### src/rtl/mult_28_pipe.sv
`default_nettype none
// ============================================================================
// Module      : mult_28_pipe
// Description : Three-stage pipelined 28x28 unsigned multiplier with a full
//               56-bit product, a valid bit and a sideband tag. It is built
//               from four registered 14x14 partial products. EN stalls every
//               stage in place.
//               Optional macro MULT_28_RANGE_CHECK_EN adds a sticky flag that
//               is raised by any accepted operand >= PRIME. Without the macro,
//               RANGE_ERR is tied low.
// Revision    : 1.0 - initial release
// ============================================================================
module mult_28_pipe #(
    parameter int          LOGQ  = 28,
    parameter int unsigned PRIME = 32'h0FFF_0001,
    parameter int          TAGW  = 8
) (
    input  logic                CLK,
    input  logic                RSTN,
    input  logic                EN,
    input  logic                IN_VALID,
    input  logic [LOGQ-1:0]     A,
    input  logic [LOGQ-1:0]     B,
    input  logic [TAGW-1:0]     IN_TAG,
    output logic                OUT_VALID,
    output logic [2*LOGQ-1:0]   PROD,
    output logic [TAGW-1:0]     OUT_TAG,
    output logic                BUSY,
    output logic                RANGE_ERR
);

    localparam int c_half = LOGQ / 2;

    // The datapath split is only written for 28-bit operands and a modulus
    // that fits in them; reject anything else at elaboration.
    if (LOGQ != 28 || PRIME == 0 || PRIME >= (32'd1 << LOGQ)) begin : g_param_check
        $error("mult_28_pipe: unsupported LOGQ/PRIME");
    end

    // ------------------------------------------------------------------
    // Stage 1: operand capture
    // ------------------------------------------------------------------
    logic              r_s1_valid;
    logic [LOGQ-1:0]   r_s1_a;
    logic [LOGQ-1:0]   r_s1_b;
    logic [TAGW-1:0]   r_s1_tag;

    // Capture operands; data loads whenever the pipe advances, valid or not.
    always_ff @(posedge CLK or negedge RSTN) begin
        if (!RSTN) begin
            r_s1_valid <= 1'b0;
            r_s1_a     <= '0;
            r_s1_b     <= '0;
            r_s1_tag   <= '0;
        end else if (EN) begin
            r_s1_valid <= IN_VALID;
            r_s1_a     <= A;
            r_s1_b     <= B;
            r_s1_tag   <= IN_TAG;
        end
    end

    // 14-bit halves of the captured operands
    logic [c_half-1:0] w_ah, w_al, w_bh, w_bl;
    assign w_ah = r_s1_a[LOGQ-1:c_half];
    assign w_al = r_s1_a[c_half-1:0];
    assign w_bh = r_s1_b[LOGQ-1:c_half];
    assign w_bl = r_s1_b[c_half-1:0];

    // Partial products, each exactly 28 bits wide
    logic [LOGQ-1:0] w_pll, w_plh, w_phl, w_phh;
    assign w_pll = {{c_half{1'b0}}, w_al} * {{c_half{1'b0}}, w_bl};
    assign w_plh = {{c_half{1'b0}}, w_al} * {{c_half{1'b0}}, w_bh};
    assign w_phl = {{c_half{1'b0}}, w_ah} * {{c_half{1'b0}}, w_bl};
    assign w_phh = {{c_half{1'b0}}, w_ah} * {{c_half{1'b0}}, w_bh};

    // ------------------------------------------------------------------
    // Stage 2: registered partial products
    // ------------------------------------------------------------------
    logic              r_s2_valid;
    logic [LOGQ-1:0]   r_s2_pll, r_s2_plh, r_s2_phl, r_s2_phh;
    logic [TAGW-1:0]   r_s2_tag;

    // Register the four 14x14 products; tag and valid ride along.
    always_ff @(posedge CLK or negedge RSTN) begin
        if (!RSTN) begin
            r_s2_valid <= 1'b0;
            r_s2_pll   <= '0;
            r_s2_plh   <= '0;
            r_s2_phl   <= '0;
            r_s2_phh   <= '0;
            r_s2_tag   <= '0;
        end else if (EN) begin
            r_s2_valid <= r_s1_valid;
            r_s2_pll   <= w_pll;
            r_s2_plh   <= w_plh;
            r_s2_phl   <= w_phl;
            r_s2_phh   <= w_phh;
            r_s2_tag   <= r_s1_tag;
        end
    end

    // Middle cross terms need 29 bits to hold their carry.
    logic [LOGQ:0]     w_mid;
    assign w_mid = {1'b0, r_s2_plh} + {1'b0, r_s2_phl};

    // The exact 57-bit sum always has a zero MSB, because the product of
    // two 28-bit values is below 2**56. Adding at 56 bits is therefore the
    // truncated result with no loss.
    logic [2*LOGQ-1:0] w_prod;
    assign w_prod = {{LOGQ{1'b0}}, r_s2_pll}
                  + {{(c_half-1){1'b0}}, w_mid, {c_half{1'b0}}}
                  + {r_s2_phh, {LOGQ{1'b0}}};

    // ------------------------------------------------------------------
    // Stage 3: final product register
    // ------------------------------------------------------------------
    logic              r_s3_valid;
    logic [2*LOGQ-1:0] r_s3_prod;
    logic [TAGW-1:0]   r_s3_tag;

    // Register the recombined product with its tag and valid.
    always_ff @(posedge CLK or negedge RSTN) begin
        if (!RSTN) begin
            r_s3_valid <= 1'b0;
            r_s3_prod  <= '0;
            r_s3_tag   <= '0;
        end else if (EN) begin
            r_s3_valid <= r_s2_valid;
            r_s3_prod  <= w_prod;
            r_s3_tag   <= r_s2_tag;
        end
    end

    assign OUT_VALID = r_s3_valid;
    assign PROD      = r_s3_prod;
    assign OUT_TAG   = r_s3_tag;
    assign BUSY      = r_s1_valid | r_s2_valid | r_s3_valid;

    // ------------------------------------------------------------------
    // Optional operand range flag
    // ------------------------------------------------------------------
`ifdef MULT_28_RANGE_CHECK_EN
    localparam logic [LOGQ-1:0] c_prime = PRIME[LOGQ-1:0];

    logic r_range_err;

    // Sticky flag: set by any accepted operand at or above the modulus.
    always_ff @(posedge CLK or negedge RSTN) begin
        if (!RSTN) begin
            r_range_err <= 1'b0;
        end else if (EN && IN_VALID && (A >= c_prime || B >= c_prime)) begin
            r_range_err <= 1'b1;
        end
    end

    assign RANGE_ERR = r_range_err;
`else
    assign RANGE_ERR = 1'b0;
`endif

endmodule
`default_nettype wire

### config.mk
export PLATFORM = sky130hd
export DESIGN_NAME = mult_28_pipe
export DESIGN_NICKNAME = d
export VERILOG_FILES = /design/src/rtl/mult_28_pipe.sv
export SDC_FILE = /design/constraint.sdc
export NUM_CORES = 2
export LEC_CHECK = 0
export ABC_AREA = 1
export CAP_MARGIN = 20
export CELL_PAD_IN_SITES_DETAIL_PLACEMENT = 1
export CELL_PAD_IN_SITES_GLOBAL_PLACEMENT = 1
export CORE_UTILIZATION = 52
export CTS_CLUSTER_DIAMETER = 30
export DETAILED_ROUTE_END_ITERATION = 6
export GPL_TIMING_DRIVEN = 0
export PLACE_DENSITY_LB_ADDON = 0.1
export SLEW_MARGIN = 20
export SYNTH_ARGS = -nofsm -noshare
export SYNTH_HDL_FRONTEND = slang
export SYNTH_SLANG_ARGS = --single-unit
### constraint.sdc
create_clock -name CLK -period 8.6 [get_ports CLK]
set_clock_uncertainty 0.15 [all_clocks]
set_input_delay 1.29 -clock CLK [delete_from_list [all_inputs] [get_ports CLK]]
set_output_delay 1.29 -clock CLK [all_outputs]
set_load 0.02 [all_outputs]
==> qor.log <==
INFO  yosys          ffs_latches_synth=251
INFO  yosys          synth_cell_types=50
INFO  detailed_routing drtIter0Drc=2949
INFO  setup_path     worst-path-max-fanout=10
INFO  timing         worst_hold_slack=324.8ps
INFO  yosys          synth_nets=6752
INFO  cells_and_area drive_above_1_share=3.598%
INFO  die            io_pins=135
INFO  yosys          yosysWarningCount=0
INFO  timing         timing.fmax=136.3MHz
INFO  clock_tree     cts_sinks=251
INFO  cells_and_area mostFrequentLayoutCells=sky130_fd_sc_hd__nand2_1, sky130_fd_sc_hd__inv_1, sky130_fd_sc_hd__fa_1
INFO  setup_path     critPathMaxStageDelay=900ps
INFO  yosys          edff_count_synth=0
INFO  clock_tree     clockBufferDepth=3
INFO  status         run_status=finished, final reports clean
INFO  detailed_routing route.detailed.vias_per_inst=5.620
INFO  yosys          netlist_area=41520um2
INFO  cells_and_area flow.area_growth_from_synthesis=11.89%
INFO  yosys          seq_area_frac_synth=15.13%
INFO  placed_design  gp_routability_congestion=0.9792
INFO  die            die-area=80970um2
INFO  detailed_routing route.detailed.wl_per_inst=24.12um
INFO  clock_tree     clk_root_buffer_cell=sky130_fd_sc_hd__clkbuf_16
INFO  detailed_routing route.vias.total=39350
INFO  detailed_routing drt-total-wl=168900um
INFO  die            die-height=284.6um
INFO  clock_tree     cts-buffers-inserted=67
INFO  timing         timing.final.max_slew_violations=0
INFO  clock_tree     number_of_buffers_added_for_setup_after_cts=0
INFO  detailed_routing ant_nets=0
INFO  die            core_region=79000um2
INFO  die            rows=103
INFO  placed_design  port-buffer-count=132
INFO  cells_and_area most_frequent_standard_cell_in_the_layout_excluding_fill_and_tap_cells=sky130_fd_sc_hd__nand2_1
INFO  hold_path      worstHoldPathType=reg2reg
INFO  setup_path     critical_path.startpoint_type=register
INFO  setup_path     cp.required=8930ps
INFO  setup_path     cp_common_cell=sky130_fd_sc_hd__nand2_1
INFO  placed_design  hpwlAfterDp=132000um
INFO  cells_and_area final-instance-count-excl-fill=7002
INFO  timing         worst_pin_slew=1234ps
INFO  clock_tree     cts-resized-gates=0
INFO  timing         report.final.setup_viol=0
INFO  clock_tree     clock_tree.htree_level_count=3
INFO  timing         post-route-period-util=85.33%
INFO  yosys          post_synth.cell_area_avg=7.293um2
INFO  detailed_routing dr.pass1.iters=5
INFO  placed_design  place_inst=6877
INFO  detailed_routing drc=0
INFO  yosys          async_flop_share=100.0%
INFO  clock_tree     clk_pin_slew_worst_paths=40ps
INFO  yosys          synth_cells=5693
INFO  placed_design  preCtsSetupSlack=1479ps
INFO  cells_and_area finish.net_count=6955
INFO  global_route   first_global_vias=43150
INFO  cells_and_area fillerInstances=10160
INFO  global_route   overflow=0
INFO  global_route   grt_use_total=42.43%
INFO  die            floorplan.initialDensity=52.55%
INFO  timing         slew-limit-headroom=17.74%
INFO  setup_path     crit_path_cell_trace=clkbuf_1 -> clkbuf_1 -> nand2_1 -> fa_1 -> fa_1 -> inv_1 -> fa_1 -> fa_1 -> fa_1 -> inv_1 -> fa_1 -> inv_1 -> ha_1 -> nand2_1 -> o21ai_0 -> a21oi_1 -> nand2_1 -> nand2_1 -> nand2_1 -> nand2_1 -> nand3_1 -> nand2_1
INFO  clock_tree     post_cts_hold_buffer_count=0
INFO  timing         final_critical_path_setup_slack=1261ps
INFO  timing         fin_crit=7339ps
INFO  job            max_capacitance_violation_count=0
INFO  setup_path     worst-endpoint-arrival=7660ps
INFO  timing         setup_repair_after_global_routing_missed_its_margin=no
INFO  global_route   antenna_violations_before_repair=4
INFO  timing         final_hold_viol_count=0
INFO  global_route   global_route_wire_length_before_repair=255900um
INFO  cells_and_area finalCoreUtilization=58.80%
INFO  clock_tree     clock_insertion_delay_worst_skew=620ps
INFO  setup_path     worstSetupPathType=reg2reg
INFO  clock_tree     tritoncts_clock_tree=done
INFO  setup_path     cp-end-kind=register
INFO  global_route   largest_net_degree_at_the_start_of_global_routing=97
INFO  die            chipWidth=284.6um
INFO  setup_path     critPathSlowestCell=sky130_fd_sc_hd__clkbuf_1
INFO  yosys          synthFlopType=sky130_fd_sc_hd__dfrtp_1
-- flip-flops by register name, summed over array words and instances (netlist names) --
name	flops
r_s1_b	28
r_s2_valid	1
r_s2_pll	28
PROD	56
r_s2_plh	28
r_s1_valid	1
r_s2_phh	28
r_s1_a	28
r_s2_phl	28
OUT_TAG	8
OUT_VALID	1
r_s2_tag	8
r_s1_tag	8
-- routing by layer --
layer	wire length, um	track usage [%]
met4	10340	23.48
met3	15550	9.599
met2	77030	68.29
met1	65970	52.78
met5	13	0
-- worst max-delay path, delay by kind of cell, from the launching register on --
| kind | cells | cell delay [ps] |
|---|---|---|
| and+or+nand+nor | 8 | 900 |
| AOI/OAI and AO/OA | 2 | 490 |
| buffers and inverters | 5 | 1840 |
| adders and majority gates | 7 | 3460 |
| DFF | 1 | 350 |
-- area by class of cell --
type,count,area [um2],share of cell area [%]
Multi-Input combinational cell,3905,29420,63.33
Sequential cell,251,6281,13.52
Inverter,1313,4928,10.61
Clock buffer,86,1839,3.959
Timing Repair Buffer,134,1381,2.974
Tap cell,1050,1314,2.828
Buffer,224,899.6,1.937
Clock inverter,34,377.9,0.8134
Antenna cell,5,12.51,0.02693
-- cells in the mapped netlist, types with 2 or more instances --
cell type	instances	area, um2
sky130_fd_sc_hd__o22ai_1	2	12.51
sky130_fd_sc_hd__fa_1	566	11330
sky130_fd_sc_hd__or2_1	12	75.07
sky130_fd_sc_hd__xor2_1	40	350.3
sky130_fd_sc_hd__nor2_4	2	22.52
sky130_fd_sc_hd__nand4_1	43	269.0
sky130_fd_sc_hd__nand3_2	9	90.09
sky130_fd_sc_hd__nor4_1	2	12.51
sky130_fd_sc_hd__inv_2	3	11.26
sky130_fd_sc_hd__buf_1	34	127.6
sky130_fd_sc_hd__inv_1	1310	4917
sky130_fd_sc_hd__or2_2	8	50.05
sky130_fd_sc_hd__a21o_1	11	82.58
sky130_fd_sc_hd__nand3_1	181	905.9
sky130_fd_sc_hd__a211oi_1	3	22.52
sky130_fd_sc_hd__o21ai_0	159	795.8
sky130_fd_sc_hd__nand3b_1	10	75.07
sky130_fd_sc_hd__nor2_2	9	56.30
sky130_fd_sc_hd__ha_1	425	5318
sky130_fd_sc_hd__o31ai_1	2	15.01
sky130_fd_sc_hd__o21ai_2	2	17.52
sky130_fd_sc_hd__nor2_1	204	765.7
sky130_fd_sc_hd__xnor2_1	52	455.4
sky130_fd_sc_hd__nand2_2	16	100.1
sky130_fd_sc_hd__nor3_1	42	210.2
sky130_fd_sc_hd__and2_1	4	25.02
sky130_fd_sc_hd__o211ai_1	2	15.01
sky130_fd_sc_hd__nand2_1	1847	6933
sky130_fd_sc_hd__o21bai_1	7	52.55
sky130_fd_sc_hd__o21a_1	5	37.54
sky130_fd_sc_hd__nor3_2	5	50.05
sky130_fd_sc_hd__or2_0	4	25.02
sky130_fd_sc_hd__a21oi_2	8	70.07
sky130_fd_sc_hd__a31oi_1	17	106.4
sky130_fd_sc_hd__o21ai_1	27	135.1
sky130_fd_sc_hd__dfrtp_1	251	6281
sky130_fd_sc_hd__buf_2	27	135.1
sky130_fd_sc_hd__a21boi_0	5	37.54
sky130_fd_sc_hd__clkbuf_1	161	604.3
sky130_fd_sc_hd__a21oi_1	166	830.8
-- path summary, 6_finish.rpt --
| check | startpoint | endpoint | slack, ps | depth (start not counted) |
|---|---|---|---|---|
| worst max-delay path | r_s1_b[7]$_DFFE_PN0P_ | r_s2_phl[26]$_DFFE_PN0P_ | 1260 | 22 |
| worst min-delay path | PROD[36]$_DFFE_PN0P_ | PROD[36]$_DFFE_PN0P_ | 320 | 2 |
| worst max register to register | r_s1_b[7]$_DFFE_PN0P_ | r_s2_phl[26]$_DFFE_PN0P_ | 1260 | 22 |
| worst min register to register | PROD[36]$_DFFE_PN0P_ | PROD[36]$_DFFE_PN0P_ | 320 | 2 |
| max in group asynchronous | RSTN | r_s1_tag[7]$_DFFE_PN0P_ | 6790 | 2 |
| min in group asynchronous | RSTN | OUT_TAG[3]$_DFFE_PN0P_ | 510 | 1 |
-- logic make-up (layout without fill, tap and decap cells) --
family / count (synthesis) / in the layout / share of synthesized area [%]
fa+ha+maj: 991 / 991 / 40.10
xor+xnor: 92 / 92 / 1.941
other cells: 1 / 6 / 0.009032
flops: 251 / 251 / 15.13
simple gates: 2403 / 2403 / 23.40
buf+inv: 1537 / 1791 / 14.01
compound gates: 418 / 418 / 5.413
-- through the flow --
| step | TNS (ps) | instance area, um2 |
|---|---|---|
| CTS | 0 | 46430 |
| detailed placement | 0 | 44210 |
| global placement | -1258960 | 44150 |
| global route | 0 | 46440 |
| floorplan | 0 | 41520 |
| finish | 0 | 46450 |
Power is left out: the tool's default activity adds up to more than one toggle a clock period on the data nets, which glitch-free logic cannot reach.
